[src/rtl/adc_sample_averager.sv]
// Per-channel ADC offset calibration followed by offset-corrected block averaging.
// Define ADC_AVERAGER_SATURATE_EN to clamp averages to the 16-bit signed range instead of wrapping.
module adc_sample_averager #(
    parameter int unsigned NumberOfChannels   = 3,
    parameter int unsigned OffsetSamplesLog2  = 4,
    parameter int unsigned AverageSamplesLog2 = 2
) (
    input  logic                          Clk_ik,
    input  logic                          n_Reset_i,
    input  logic [16*NumberOfChannels-1:0] Data_ib,
    input  logic                          DataUpdated_i,
    input  logic                          Recalibrate_i,
    output logic [16*NumberOfChannels-1:0] q_Average_ob,
    output logic                          q_AverageValid_o,
    output logic [16*NumberOfChannels-1:0] q_Offset_ob,
    output logic                          q_Calibrated_o
);

    localparam int unsigned CalAccWidth = 16 + OffsetSamplesLog2;
    localparam int unsigned RunAccWidth = 17 + AverageSamplesLog2;
    localparam logic [8:0] CalLast = 9'((1 << OffsetSamplesLog2) - 1);
    localparam logic [8:0] RunLast = 9'((1 << AverageSamplesLog2) - 1);

    typedef enum logic {StCal, StRun} state_t;

    state_t                        state;
    logic [8:0]                    sampleCount;
    logic [CalAccWidth-1:0]        calAcc [NumberOfChannels];
    logic signed [RunAccWidth-1:0] runAcc [NumberOfChannels];

    logic [CalAccWidth-1:0]        calSum     [NumberOfChannels];
    logic signed [16:0]            diff       [NumberOfChannels];
    logic signed [RunAccWidth-1:0] runSum     [NumberOfChannels];
    logic [15:0]                   avgReduced [NumberOfChannels];
`ifdef ADC_AVERAGER_SATURATE_EN
    localparam logic signed [RunAccWidth-1:0] MaxAvg = RunAccWidth'(32767);
    localparam logic signed [RunAccWidth-1:0] MinAvg = -(RunAccWidth'(32768));
    logic signed [RunAccWidth-1:0] avgFull [NumberOfChannels];
`endif

    always_comb begin
        for (int c = 0; c < NumberOfChannels; c++) begin
            calSum[c] = calAcc[c] + CalAccWidth'(Data_ib[16*c +: 16]);
            diff[c]   = $signed({1'b0, Data_ib[16*c +: 16]}) - $signed({1'b0, q_Offset_ob[16*c +: 16]});
            runSum[c] = runAcc[c] + RunAccWidth'(diff[c]);
`ifdef ADC_AVERAGER_SATURATE_EN
            avgFull[c] = runSum[c] >>> AverageSamplesLog2;
            if (avgFull[c] > MaxAvg) begin
                avgReduced[c] = 16'h7FFF;
            end else if (avgFull[c] < MinAvg) begin
                avgReduced[c] = 16'h8000;
            end else begin
                avgReduced[c] = avgFull[c][15:0];
            end
`else
            // Low 16 bits of the arithmetic shift; wraps when out of range.
            avgReduced[c] = runSum[c][AverageSamplesLog2 +: 16];
`endif
        end
    end

    always_ff @(posedge Clk_ik or negedge n_Reset_i) begin
        if (!n_Reset_i) begin
            state            <= StCal;
            sampleCount      <= '0;
            q_Average_ob     <= '0;
            q_AverageValid_o <= 1'b0;
            q_Offset_ob      <= '0;
            q_Calibrated_o   <= 1'b0;
            for (int c = 0; c < NumberOfChannels; c++) begin
                calAcc[c] <= '0;
                runAcc[c] <= '0;
            end
        end else begin
            q_AverageValid_o <= 1'b0;
            if (Recalibrate_i) begin
                // A strobe coinciding with the request is intentionally discarded.
                state          <= StCal;
                sampleCount    <= '0;
                q_Calibrated_o <= 1'b0;
                for (int c = 0; c < NumberOfChannels; c++) begin
                    calAcc[c] <= '0;
                    runAcc[c] <= '0;
                end
            end else if (DataUpdated_i) begin
                case (state)
                    StCal: begin
                        if (sampleCount == CalLast) begin
                            for (int c = 0; c < NumberOfChannels; c++) begin
                                q_Offset_ob[16*c +: 16] <= calSum[c][CalAccWidth-1 -: 16];
                                calAcc[c]               <= '0;
                            end
                            sampleCount    <= '0;
                            state          <= StRun;
                            q_Calibrated_o <= 1'b1;
                        end else begin
                            for (int c = 0; c < NumberOfChannels; c++) begin
                                calAcc[c] <= calSum[c];
                            end
                            sampleCount <= sampleCount + 9'd1;
                        end
                    end
                    StRun: begin
                        if (sampleCount == RunLast) begin
                            for (int c = 0; c < NumberOfChannels; c++) begin
                                q_Average_ob[16*c +: 16] <= avgReduced[c];
                                runAcc[c]                <= '0;
                            end
                            sampleCount      <= '0;
                            q_AverageValid_o <= 1'b1;
                        end else begin
                            for (int c = 0; c < NumberOfChannels; c++) begin
                                runAcc[c] <= runSum[c];
                            end
                            sampleCount <= sampleCount + 9'd1;
                        end
                    end
                    default: state <= StCal;
                endcase
            end
        end
    end

endmodule

[config.mk]
export PLATFORM = sky130hd
export DESIGN_NAME = adc_sample_averager
export DESIGN_NICKNAME = d
export VERILOG_FILES = /design/src/rtl/adc_sample_averager.sv
export SDC_FILE = /design/constraint.sdc
export NUM_CORES = 1
export LEC_CHECK = 0
export CORE_ASPECT_RATIO = 1.1
export CORE_MARGIN = 1
export CORE_UTILIZATION = 55
export CTS_CLUSTER_SIZE = 20
export DETAILED_ROUTE_END_ITERATION = 6
export GPL_TIMING_DRIVEN = 0
export PLACE_DENSITY_LB_ADDON = 0.25
export SYNTH_ARGS = -nofsm -noshare
export SYNTH_HDL_FRONTEND = slang
export SYNTH_SLANG_ARGS = --single-unit
[constraint.sdc]
create_clock -name Clk_ik -period 8.8 [get_ports Clk_ik]
set_clock_uncertainty 0.15 [all_clocks]
set_input_delay 2.64 -clock Clk_ik [delete_from_list [all_inputs] [get_ports Clk_ik]]
set_output_delay 2.64 -clock Clk_ik [all_outputs]
set_load 0.01 [all_outputs]
==> flow_summary.toml <==
[die]
dieHeight_um = 176
dieArea_um2 = 28300
core-area_um2 = 27000
die_w_um = 161
start_util_pct = 56.3
ios = 150
rows = 63

[route]
drt-total-wl_mm = 41.0
dr_wl_met2_mm = 18.9
post_drt_wl_per_cell_um = 18.4
drt-pass1-iter-count = 6
ant_nets = 0
drc = 0
drt_iter0_markers = 763
drt-met1-wl_mm = 18.2
highest_layer = "met4"
viasPerCell = 5.90
vias = 13166
met3_wirelength_mm = 2.31

[yosys]
yosys_warnings = 0
synth_fp_nets = 1887
synthCells = 1678
syn_area_um2 = 15200
synth-edff-count = 0
synth_cell_type_count = 75
avgSynthCellArea_um2 = 9.06
ys.flop_type = "dfrtp_1"
ys_ff_latch = 222
async_flop_share_pct = 100
yosysSeqAreaShare_pct = 36.5

[sta]
hold_viol_final = 0
slew_headroom_pct = 10.9
setup_viol = 0
rsz0062_at_grt = "false"
fin_crit_ns = 6.77
fmax_ghz = 0.148
totalNegativeSetupSlack_ns = 0
slew_viol_final = 0
layout_worst_path_cycle_share_pct = 77.0
tightest_slew_ns = 1.34

[cts]
cts_tree = "built"
clk_latency_ns = 0.53
clk_pin_slew_ns = 0.07
cts_resized = 0
htree_levels = 1
postCtsHoldBufs = 0
cts_buffers = 24
numClockSinks = 222
clk_path_buf_depth = 3
root_buffer = "clkbuf_16"
cts_setup_buffers = 0

[job]
max_cap_viol_count = 0

[power_and_ir_drop]
p_per_area_nw_per_um2 = 166
power_mw = 2.99
ir_drop_mv = 0.137
leakage_nw = 8.54

[critical_path]
path_class = "in -> reg"
start_kind = "primary input"
crit_fanout = 8
arrival_ns = 7.03
critPathCaptureType = "register"
required_ns = 9.06
slowest_stage = "clkdlybuf4s50_1"
crit_chain = "clkdlybuf4s50_1 -> inv_1 -> ha_1 -> fa_1 -> nand2b_1 -> a21oi_1 -> or3_1 -> a21oi_1 -> o21bai_1 -> a21oi_1 -> xnor2_1 -> ha_1 -> clkbuf_1 -> nand3_1 -> nor2_1 -> nor2_1 -> or3_1 -> o21ai_0 -> xor2_1 -> o21bai_1 -> a22o_1"
critical-path-max-stage-delay_ns = 0.50
crit_top_cell = "a21oi_1"

[layout]
drive_above_1_share_pct = 4.59
finalNetCount = 2064
syn2layout_area_growth_pct = 18.7
fill_cells = 2193

[global_route]
antenna_found_initial = 2
grt_pass1_wl_mm = 66.4
grt_pass1_vias = 13080
grt.overflow.total = 0
grt_use_total_pct = 29.3
grt_start_max_net_pins = 112

[run_status]
outcome = "completed"

[place]
gp_routability_congestion = 0.958
io_buffer_count = 149
hpwl_mm = 31.6

[worst_hold_path]
hold_class = "reg -> reg"
## layer usage
layer  vias up  global-route usage, %
met1      6328                   39.0
met3        90                   3.95
li1       6375                      -
met4         0                   12.6
met2       373                   47.9
met5         -                      0
## cell usage after synthesis, types with 6 or more instances
master | instances | area [µm²]
inv_1 | 95 | 357
nor2_1 | 102 | 383
ha_1 | 148 | 1850
or3_1 | 8 | 50.1
mux2_2 | 18 | 203
nand2b_1 | 25 | 156
o22ai_1 | 6 | 37.5
dfrtp_1 | 222 | 5560
and3_1 | 13 | 81.3
fa_1 | 9 | 180
o21bai_1 | 12 | 90.1
o21ai_0 | 140 | 701
o211ai_1 | 6 | 45.0
nor2b_1 | 21 | 131
a211oi_1 | 11 | 82.6
a21o_1 | 48 | 360
a21oi_1 | 106 | 531
a22o_1 | 83 | 727
nand4_1 | 10 | 62.6
xor2_1 | 37 | 324
clkbuf_1 | 45 | 169
a31oi_1 | 18 | 113
o21a_1 | 27 | 203
nand3_1 | 26 | 130
nand2_1 | 218 | 818
o21ai_1 | 10 | 50.1
o31ai_1 | 9 | 67.6
xnor2_1 | 95 | 832
nor3_1 | 20 | 100
## critical path: cells and delay by family
kind                       cells  cell delay, ns
AOI/OAI and AO/OA              7            1.11
xor gates and xnor gates       2            0.65
adders and majority gates      3            0.80
buffers and inverters          3            0.81
and+or+nand+nor                6            1.01
## kinds of logic (layout without fill, tap and decap cells)
kind of cell / after synthesis / count (layout) / synth area share, %
other cells: 0 / 2 / 0
mux: 20 / 20 / 1.46
compound gates: 528 / 528 / 23.2
fa+ha+maj: 157 / 157 / 13.4
xor+xnor: 132 / 132 / 7.60
buf+inv: 144 / 339 / 3.65
flops: 222 / 222 / 36.5
simple gates: 475 / 475 / 14.2
## cells in the final DEF, fill, tap and decap left out, types with 11 or more instances in the layout
master and n:
inv_1 95, a21o_1 48, o21a_1 27, nand2_1 218
nor3_1 20, nand2b_1 25, xnor2_1 95, and3_1 13
xor2_1 37, dfrtp_1 222, clkbuf_16 25, nor2b_1 21
ha_1 148, clkdlybuf4s50_1 148, a22o_1 83, clkbuf_1 46
mux2_2 18, nor2_1 102, a31oi_1 18, o21bai_1 12
a21oi_1 106, o21ai_0 140, a211oi_1 11, nand3_1 26
## flip-flops by register name, summed over array words and instances, names as in the netlist
signal            cells
calAcc               60
q_AverageValid_o      1
q_Offset_ob          48
q_Calibrated_o        1
state                 1
q_Average_ob         48
runAcc               54
sampleCount           9
## layout make-up
class / count / area (µm²) / share of cell area (%)
multi-input cells: 1312 / 9100 / 50.4
flip-flops and latches: 222 / 5560 / 30.8
repair buffers: 151 / 1550 / 8.60
clock buffers: 27 / 643 / 3.56
well taps: 357 / 447 / 2.47
inverters: 95 / 357 / 1.98
plain buffers: 49 / 199 / 1.10
clock inverters: 17 / 193 / 1.07
diodes: 2 / 5.00 / 0.0277
## stage by stage
stage | hold slack (ns) | setup slack, ns | instances | cell area, µm² | util (%)
finish | 0.323 | 2.03 | 2232 | 18000 | 66.8
global route | 0.347 | 1.74 | 2232 | 18000 | 66.8
CTS | 0.329 | 2.06 | 2230 | 18000 | 66.7
detailed placement | 0.312 | 1.52 | 2186 | 17200 | 63.6
global placement | 0.308 | -4.57 | 2184 | 17100 | 63.4
floorplan | 0.304 | 2.66 | 1678 | 15200 | -
## power breakdown
part	internal [mW]	switching (mW)
combinational	0.346	0.483
clock	0.620	0.448
sequential	1.07	0.0315
total	2.03	0.962
## path summary, 6_finish.rpt
| kind | start | end | slack [ns] | depth (start not counted) |
|---|---|---|---|---|
| max in group asynchronous | n_Reset_i | q_Average_ob[8] | 5.47 | 3 |
| worst min register to register | q_Average_ob[9] | q_Average_ob[9] | 0.32 | 2 |
| worst max-delay path | Data_ib[32] | runAcc[17] | 2.03 | 21 |
| worst min-delay path | q_Average_ob[9] | q_Average_ob[9] | 0.32 | 2 |
| worst max register to register | q_Offset_ob[32] | runAcc[17] | 4.29 | 19 |
| min in group asynchronous | n_Reset_i | q_Offset_ob[37] | 1.81 | 1 |
No activity file was read; power rests on OpenSTA's default activity.
